**src/rtl/egd_stream_decoder.sv**
```systemverilog
// Exp-Golomb / fixed-length syntax element decoder with an MSB-first bit buffer.
// Optional performance counters (sym_count, err_count) are built when EGD_PERF_CNT_EN is defined.
//
// state  | meaning
// -------+-------------------------------------------------------------
// S_IDLE | waiting for a request (and for the previous result to drain)
// S_LZ   | counting leading zeros of an exp-Golomb code
// S_INFO | shifting in info bits (exp-Golomb suffix, u(n) or short te)
// S_DONE | zero-length element; publishes a 0 result on the next edge
module egd_stream_decoder #(
  parameter int IN_W  = 16,
  parameter int BUF_W = 32,
  parameter int OUT_W = 16
) (
  input  logic                         clk,
  input  logic                         reset_n,
  input  logic [IN_W-1:0]              in_data,
  input  logic                         in_valid,
  output logic                         in_ready,
  input  logic                         req_valid,
  output logic                         req_ready,
  input  logic [1:0]                   req_mode,
  input  logic [$clog2(OUT_W+1)-1:0]   req_len,
  output logic [OUT_W-1:0]             out_data,
  output logic                         out_valid,
  input  logic                         out_ready,
  output logic                         out_err,
  output logic [$clog2(BUF_W+1)-1:0]   fill_level,
  output logic                         busy
`ifdef EGD_PERF_CNT_EN
  ,
  output logic [15:0]                  sym_count,
  output logic [7:0]                   err_count
`endif
);

  localparam int LEN_W  = $clog2(OUT_W+1);
  localparam int FILL_W = $clog2(BUF_W+1);

  localparam logic [1:0] MODE_UE = 2'b00;
  localparam logic [1:0] MODE_SE = 2'b01;
  localparam logic [1:0] MODE_TE = 2'b10;
  localparam logic [1:0] MODE_U  = 2'b11;

  generate
    if (BUF_W < IN_W) begin : g_bad_buf_w
      $error("egd_stream_decoder: BUF_W must be >= IN_W");
    end
  endgenerate

  typedef enum logic [1:0] {S_IDLE, S_LZ, S_INFO, S_DONE} state_t;

  state_t               state_q, state_d;
  logic [BUF_W-1:0]     buf_q, buf_d;
  logic [FILL_W-1:0]    fill_q, fill_d;
  logic [1:0]           mode_q, mode_d;
  logic [LEN_W-1:0]     len_q, len_d;
  logic [LEN_W-1:0]     m_q, m_d;
  logic [LEN_W-1:0]     cnt_q, cnt_d;
  logic [OUT_W-1:0]     info_q, info_d;

  logic                 have_bit, cur_bit, consume, push, req_fire, te_short;
  logic                 finish, fin_err;
  logic [OUT_W-1:0]     fin_val, info_nxt, pow_m, code_nxt;
  logic [LEN_W-1:0]     len_clamp;
  logic [FILL_W-1:0]    fill_after;
  logic [BUF_W-1:0]     buf_shift, word_ext;

  function automatic logic [OUT_W-1:0] map_code(input logic [1:0] mode, input logic [OUT_W-1:0] code);
    logic [OUT_W-1:0] half;
    half = code >> 1;
    if (mode == MODE_SE)
      map_code = code[0] ? half + OUT_W'(1) : '0 - half;
    else
      map_code = code;
  endfunction

  assign have_bit   = (fill_q != '0);
  assign cur_bit    = buf_q[BUF_W-1];
  assign in_ready   = (fill_q <= FILL_W'(BUF_W-IN_W));
  assign req_ready  = (state_q == S_IDLE) && !out_valid;
  assign req_fire   = req_valid && req_ready;
  assign push       = in_valid && in_ready;
  assign busy       = (state_q != S_IDLE);
  assign fill_level = fill_q;
  assign len_clamp  = (req_len > LEN_W'(OUT_W)) ? LEN_W'(OUT_W) : req_len;
  assign te_short   = (mode_q == MODE_TE) && (len_q == LEN_W'(1));
  assign info_nxt   = {info_q[OUT_W-2:0], cur_bit};
  assign pow_m      = OUT_W'(1) << m_q;
  assign code_nxt   = pow_m - OUT_W'(1) + info_nxt;

  always_comb begin
    state_d = state_q;
    mode_d  = mode_q;
    len_d   = len_q;
    m_d     = m_q;
    cnt_d   = cnt_q;
    info_d  = info_q;
    consume = 1'b0;
    finish  = 1'b0;
    fin_err = 1'b0;
    fin_val = '0;
    case (state_q)
      S_IDLE: begin
        if (req_fire) begin
          mode_d = req_mode;
          len_d  = len_clamp;
          m_d    = '0;
          info_d = '0;
          if (req_mode == MODE_U) begin
            if (len_clamp == '0) begin
              state_d = S_DONE;
            end else begin
              cnt_d   = len_clamp;
              state_d = S_INFO;
            end
          end else if (req_mode == MODE_TE && len_clamp == LEN_W'(1)) begin
            cnt_d   = LEN_W'(1);
            state_d = S_INFO;
          end else begin
            state_d = S_LZ;
          end
        end
      end
      S_LZ: begin
        if (have_bit) begin
          consume = 1'b1;
          if (!cur_bit) begin
            // The OUT_W-th zero can no longer be represented: abort with an error.
            if (m_q == LEN_W'(OUT_W-1)) begin
              finish  = 1'b1;
              fin_err = 1'b1;
              state_d = S_IDLE;
            end else begin
              m_d = m_q + LEN_W'(1);
            end
          end else if (m_q == '0) begin
            finish  = 1'b1;
            state_d = S_IDLE;
          end else begin
            cnt_d   = m_q;
            info_d  = '0;
            state_d = S_INFO;
          end
        end
      end
      S_INFO: begin
        if (have_bit) begin
          consume = 1'b1;
          info_d  = info_nxt;
          cnt_d   = cnt_q - LEN_W'(1);
          if (cnt_q == LEN_W'(1)) begin
            finish  = 1'b1;
            state_d = S_IDLE;
            if (mode_q == MODE_U)
              fin_val = info_nxt;
            else if (te_short)
              fin_val = {{(OUT_W-1){1'b0}}, ~cur_bit};
            else
              fin_val = map_code(mode_q, code_nxt);
          end
        end
      end
      S_DONE: begin
        finish  = 1'b1;
        state_d = S_IDLE;
      end
      default: state_d = S_IDLE;
    endcase
  end

  // New words land directly behind the last valid bit left after this cycle's consume.
  always_comb begin
    buf_shift  = consume ? {buf_q[BUF_W-2:0], 1'b0} : buf_q;
    fill_after = fill_q - FILL_W'(consume);
    word_ext   = '0;
    word_ext[BUF_W-1 -: IN_W] = in_data;
    buf_d  = push ? (buf_shift | (word_ext >> fill_after)) : buf_shift;
    fill_d = fill_after + (push ? FILL_W'(IN_W) : '0);
  end

  always_ff @(posedge clk or negedge reset_n) begin
    if (!reset_n) begin
      state_q <= S_IDLE;
      buf_q   <= '0;
      fill_q  <= '0;
      mode_q  <= MODE_UE;
      len_q   <= '0;
      m_q     <= '0;
      cnt_q   <= '0;
      info_q  <= '0;
    end else begin
      state_q <= state_d;
      buf_q   <= buf_d;
      fill_q  <= fill_d;
      mode_q  <= mode_d;
      len_q   <= len_d;
      m_q     <= m_d;
      cnt_q   <= cnt_d;
      info_q  <= info_d;
    end
  end

  always_ff @(posedge clk or negedge reset_n) begin
    if (!reset_n) begin
      out_valid <= 1'b0;
      out_data  <= '0;
      out_err   <= 1'b0;
    end else if (finish) begin
      out_valid <= 1'b1;
      out_data  <= fin_val;
      out_err   <= fin_err;
    end else if (out_valid && out_ready) begin
      out_valid <= 1'b0;
    end
  end

`ifdef EGD_PERF_CNT_EN
  always_ff @(posedge clk or negedge reset_n) begin
    if (!reset_n) begin
      sym_count <= '0;
      err_count <= '0;
    end else if (out_valid && out_ready) begin
      if (sym_count != '1)
        sym_count <= sym_count + 16'd1;
      if (out_err && err_count != '1)
        err_count <= err_count + 8'd1;
    end
  end
`endif

endmodule

```
**config.mk**
```make
export PLATFORM = sky130hd
export DESIGN_NAME = egd_stream_decoder
export DESIGN_NICKNAME = d
export VERILOG_FILES = /design/src/rtl/egd_stream_decoder.sv
export SDC_FILE = /design/constraint.sdc
export NUM_CORES = 1
export LEC_CHECK = 0
export CORE_AREA = 2 2 119 121
export DETAILED_ROUTE_END_ITERATION = 10
export DIE_AREA = 0 0 121 123
export PLACE_DENSITY = 0.76
export SYNTH_ARGS = -nofsm -noshare
export SYNTH_HDL_FRONTEND = slang
export SYNTH_SLANG_ARGS = --single-unit
```
**constraint.sdc**
```tcl
create_clock -name clk -period 4.2 [get_ports clk]
set_input_delay 0.84 -clock clk [delete_from_list [all_inputs] [get_ports clk]]
set_output_delay 0.84 -clock clk [all_outputs]
set_load 0.01 [all_outputs]
```
==> Word-level counts from Yosys, hierarchy flattened <==
Index checks and enable logic that the tools add are counted.
{ "word_totals": {"regBits": 90, "in_bits": 28, "out_inout_bits": 27, "elab_cells": 125} }
{ "classes": {"add_sub_neg": 8, "n_lt_le_gt_ge": 2, "n_eq_ne": 23, "shift": 2, "mux": 56, "bitwise_logic": 2, "reduce_logical": 21} }
{ "ops": {"columns": ["op", "count"], "rows": [
  ["16-bit 2-to-1 mux", 7],
  ["15-bit 2-to-1 mux", 5],
  ["5-bit 2-to-1 mux", 14],
  ["32-bit 2-to-1 mux", 2],
  ["15-bit case mux with 3 select lines", 1],
  ["32-bit OR", 1],
  ["32-bit by 6-bit >> shifter with 32-bit output", 1],
  ["2-bit 2-to-1 mux", 9],
  ["15-bit by 1-bit adder with 16-bit output (second input constant)", 1],
  ["16-bit adder", 1],
  ["2-bit inequality test (second input constant)", 8],
  ["1-bit by 5-bit left shift with 16-bit output (first input constant)", 1],
  ["1-bit by 15-bit subtractor with 16-bit output (first input constant)", 1],
  ["16-bit by 1-bit subtractor with 16-bit output (second input constant)", 1],
  ["5-bit by 1-bit equality test with 1-bit output (second input constant)", 3],
  ["5-bit case mux with 3 select lines", 1],
  ["1-bit 2-to-1 mux", 14],
  ["2-bit equality test (second input constant)", 6],
  ["5-bit logical NOT", 2],
  ["5-bit case mux with 2 select lines", 1],
  ["5-bit AND reduction", 2],
  ["2-bit case mux with 4 select lines", 1],
  ["8-bit AND reduction", 1],
  ["6-bit by 5-bit adder with 6-bit output", 1],
  ["20 further kinds", 29]
]} }

==> Depth between registers and ports, before layout <==
{ "depth": {"depth_word": 11, "mapped_depth": 19, "ltp_nobuf": 16} }

==> Worst setup path after synthesis <==
Ideal clock, no wire load.
{ "synth_timing": {"path_type": "register to register", "start": "register fill_q[3] (netlist: fill_level[3])", "end": "register buf_q[11]", "setup_ns": 0.082, "arrival_ns": 3.989, "slack_ns": 0.129, "stages_incl_launch_ff": 16, "cell_sequence": "dfrtp_1 -> or4_1 -> or3_1 -> nand2_1 -> inv_2 -> clkbuf_1 -> ha_1 -> ha_1 -> clkbuf_1 -> buf_1 -> clkbuf_1 -> nand3_1 -> o21ai_0 -> nor2_1 -> o32a_1 -> o22ai_1"} }
{ "synth_between": {"elab_chain_cells": 7} }
{ "synth_lines": {"columns": ["item", "line", "rtl"], "rows": [
  ["from (decl)", "55", "logic [FILL_W-1:0] fill_q, fill_d;"],
  ["from (signal assigned)", "195", "fill_q <= fill_d;"],
  ["6-bit nonzero test", "78", "assign have_bit = (fill_q != '0);"],
  ["1-bit 2-to-1 mux", "126, 148", null],
  ["1-bit 2-to-1 mux", null, null],
  ["6-bit by 1-bit subtractor with 6-bit output", "175", "fill_after = fill_q - FILL_W'(consume);"],
  ["32-bit by 6-bit >> shifter with 32-bit output", "178", "buf_d = push ? (buf_shift | (word_ext >> fill_after)) : buf_shift;"],
  ["32-bit OR", "178", null],
  ["32-bit 2-to-1 mux *", "178", null],
  ["net buf_d[11]", "54", "logic [BUF_W-1:0] buf_q, buf_d;"],
  ["to (signal assigned)", "194", "buf_q <= buf_d;"],
  ["to (decl)", "54", null]
]} }
The timed path passes the listed nets; every way through them passes the cells marked *.
A chain may end at the register's enable or synchronous reset.

==> Worst setup path in the final report <==
{ "layout_timing": {"start": "register m_q[3]", "end": "register out_data[14]"} }
{ "layout_between": {"elab_chain_cells": 11} }
{ "layout_lines": {"columns": ["item", "line", "rtl"], "rows": [
  ["from (decl)", "58", "logic [LEN_W-1:0] m_q, m_d;"],
  ["from (signal assigned)", "198", "m_q <= m_d;"],
  ["1-bit by 5-bit left shift with 16-bit output", "89", "assign pow_m = OUT_W'(1) << m_q;"],
  ["16-bit by 1-bit subtractor with 16-bit output", "90", "assign code_nxt = pow_m - OUT_W'(1) + info_nxt;"],
  ["16-bit adder", "90", null],
  ["1-bit by 15-bit subtractor with 16-bit output / 15-bit by 1-bit adder with 16-bit output (equally long branches)", "73", "map_code = code[0] ? half + OUT_W'(1) : '0 - half;"],
  ["16-bit 2-to-1 mux", "73", null],
  ["16-bit 2-to-1 mux", "72", "if (mode == MODE_SE)"],
  ["16-bit 2-to-1 mux", "157", "else if (te_short)"],
  ["16-bit 2-to-1 mux", "155", "if (mode_q == MODE_U)"],
  ["16-bit 2-to-1 mux", "152", "if (cnt_q == LEN_W'(1)) begin"],
  ["16-bit 2-to-1 mux", "148", "if (have_bit) begin"],
  ["16-bit 2-to-1 mux", "103", "case (state_q)"],
  ["to (signal assigned)", "211", "out_data <= fin_val;"],
  ["to (decl)", "24", "output logic [OUT_W-1:0] out_data,"]
]} }
Several ways; a longest one is shown, not always the timed one.

==> results by group <==
Worst hold path
  • Worst hold path class: input port to asynchronous set/reset pin

Place
  • Port Buffers: 54
  • RePlAce Congestion: 0.928
  • Placed cell area: slightly below 8000 um^2
  • Dpl hpwl: 15,100 um

Synthesis
  • Most common cell in the netlist: nand2_1
  • Most used DFF post-synth: dfrtp_1
  • Yosys top cell by area: dfrtp_1
  • Avg Cell Area, Syn: approximately 8.0 um^2
  • Synthesis warning total: 0
  • Syn nets: 977
  • Share of the synthesized area in the top cell type: between 30% and 40%
  • Synth Instances: roughly 900
  • Netlist cell types: just under 90
  • Synth area leaders: dfrtp_1 (31%), ha_1 (8.1%), nand2_1 (6.0%), nor2_1 (4.9%), o21ai_0 (4.1%)
  • Yosys reg bits: 90
  • Synthesized area: a little over 7000 um^2
  • Seq/Total Area, Yosys: 31.1%
  • Post-synth top cells: nand2_1 (115), nor2_1 (95), dfrtp_1 (90)
  • Ys async rst share: 100%
  • EDFF count, synth: 0

Finish
  • Diodes inserted: 0
  • Final #Nets: just over 1,000
  • Fillers: about 1,200
  • Area grow syn2layout: 14.6%
  • Layout Cell Area excl Fill: roughly 8300 um^2
  • Fraction of layout cells with a size suffix above 1: 8.56%

Routing
  • TritonRoute pass-1 iters: 6
  • Initial DRC count: roughly 670
  • Final ANT Viol Nets: 0
  • # DRC: 0
  • Vias/cell: approximately 6.0
  • Detailed-route via count: 6,809
  • Drt wl/cell: 17.8 um
  • DRT Wirelength: approximately 20,000 um

Setup path
  • Setup crit start: m_q[3]
  • Worst setup path endpoint: out_data[14]
  • Endpoint class of the critical path: flip-flop
  • Cell Chain, Critical Path: nor3_1 > nand2_1 > ha_1 > inv_1 > ha_1 > fa_2 > ha_1 > o211ai_1 > nor4b_2 > nor4b_4 > nand3_1 > and4bb_1 > nor3_1 > o41ai_2
  • Crit start category: flip-flop
  • Worst R2R End: out_data[14]
  • Critical path class: flip-flop to flip-flop
  • Arrival time of the worst setup path: approximately 4.3 ns
  • CP peak stage delay: 0.62 ns
  • Reg2reg start: m_q[3]
  • Crit path buffers/inverters: 1
  • R2R cell count: 14
  • Critical-path top delay cell: fa_2
  • Most frequent CP cell: ha_1
  • Worst EP required: between 4 and 5 ns
  • Critical path depth: 14
  • Critical path peak fanout: 7
  • Delay-heaviest family, CP: simple AND/OR/NAND/NOR gates
  • FF-to-FF setup slack: ~0.2 ns

STA
  • Minimum clock period: approximately 4.0 ns
  • Fmax: 250 MHz
  • Final period util: between 90% and 100%
  • Least-Margin Pin Slew: around 0.9 ns
  • Slew Limit Headroom: between 30% and 40%
  • Clock Skews: ~0.014 ns
  • RSZ-0062 raised after global routing: true
  • Final Max Tran Viols: 0
  • Hold Violations, Final: 0
  • Final Setup Violations: 0

GRT
  • Grt ovf: 0
  • Largest net degree at the start of global routing: 40
  • First-pass GRT wire length: between 30,000 and 40,000 um
  • Vias in the first global route: 6,339
  • Initial antenna violation count: 0
  • GRT Util Overall: 27.8%

Floorplanning
  • Die H: approximately 120 um
  • Die area: about 15,000 um^2
  • Io pins: between 50 and 60
  • Die W: ~120 um
  • Std-Cell Rows: 43
  • Initial Utilization: between 50% and 60%
  • Core Area: roughly 14,000 um^2

Clock tree
  • Clk_lat worst skew: 0.37 ns
  • CTS tree: yes
  • Clock Path Buffers: 2
  • CTS Buf Count: 9
  • Total clock sinks: 90
  • CTS root buf: clkbuf_16
  • Reg clk slew, reported paths: about 0.070 ns
  • Htree depth: 3

Status
  • Status: completed

Flow run
  • Max Cap Viol: 0
## worst min-delay path by stage
stage / startpoint / to / slack (ns) / cells past startpoint
after CTS: reset_n / out_data[6] / 0.40 / 1
after global routing: reset_n / out_data[0] / 0.42 / 1
after floorplan: len_q[0] / len_q[0] / 0.44 / 2
after detailed placement: info_q[1] / info_q[1] / 0.47 / 2
final: reset_n / out_data[9] / 0.40 / 1
after global placement: out_data[6] / out_data[6] / 0.45 / 2
## per-stage QoR
step / TNS [ns] / util [%] / worst slack, ns / instances / hold WS (ns)
finish: 0 / 61.0 / 0.200 / 1126 / 0.396
global route: -0.0491 / 61.0 / -0.0336 / 1126 / 0.424
CTS: 0 / 60.6 / 0.0784 / 1122 / 0.403
detailed placement: 0 / 58.4 / 0.0980 / 1106 / 0.467
global placement: 0 / 58.4 / 0.180 / 1106 / 0.451
floorplan: 0 / - / 0.129 / 901 / 0.442
## sequential cells by signal, indices dropped and copies added (netlist names)
name,flops
mode_q,2
len_q,5
fill_level,6
m_q,5
state_q,2
info_q,15
out_err,1
out_data,16
out_valid,1
buf_q,32
cnt_q,5
## layer usage
metal  up-vias  wire [um]  share of wire [%]  GRT usage (%)
li1       3323          -                  -              -
met1      3202       9190                 46           39.0
met2       248       9010                 45           43.4
met3        36       1310                6.6           3.46
met4         0        493                2.5           11.6
met5         -          0                  0              0
## logic make-up (layout without fill, tap and decap cells)
group | count (synthesis) | after routing | share of synthesized area, %
AOI/OAI and AO/OA | 274 | 274 | 25.6
xor gates and xnor gates | 30 | 30 | 3.99
adders and majority gates | 48 | 48 | 8.39
buffers and inverters | 120 | 165 | 6.42
DFF | 90 | 90 | 31.1
muxes | 30 | 30 | 4.52
and+or+nand+nor | 309 | 309 | 20.0
## cells in the final DEF, fill, tap and decap left out, types with 18 or more instances in the layout
cell,n
xnor2_1,18
nand2_1,115
o31ai_1,24
clkdlybuf4s50_1,53
a21oi_1,51
ha_1,47
nor2_1,95
buf_4,22
inv_1,68
dfrtp_1,90
o22ai_1,31
nand3_1,20
o21ai_0,59
## area by class of cell
class	count	area [um^2]	area share, %
flip-flops and latches	90	2250	27.1
clock buffers	9	225	2.71
inverters	74	278	3.34
clock inverters	7	70.1	0.844
repair buffers	75	696	8.38
well taps	180	225	2.71
multi-input cells	691	4560	54.9
## worst reg2reg max path, cell delays in order (launching register included)
cell      delay, ns
dfrtp_1        0.46
nor3_1         0.34
nand2_1        0.11
ha_1           0.29
inv_1          0.05
ha_1           0.25
fa_2           0.62
ha_1           0.22
o211ai_1       0.12
nor4b_2        0.34
nor4b_4        0.35
nand3_1        0.11
and4bb_1       0.28
nor3_1         0.06
o41ai_2        0.32
## timing repair
action,in CTS,in global routing
setup buffers,0,4
hold buffers,0,0
resized for setup,0,4
endpoints found under the setup margin,0,7
Power is not shown: default switching activity piles up to over one toggle a cycle in this logic, so the estimate is an artifact.
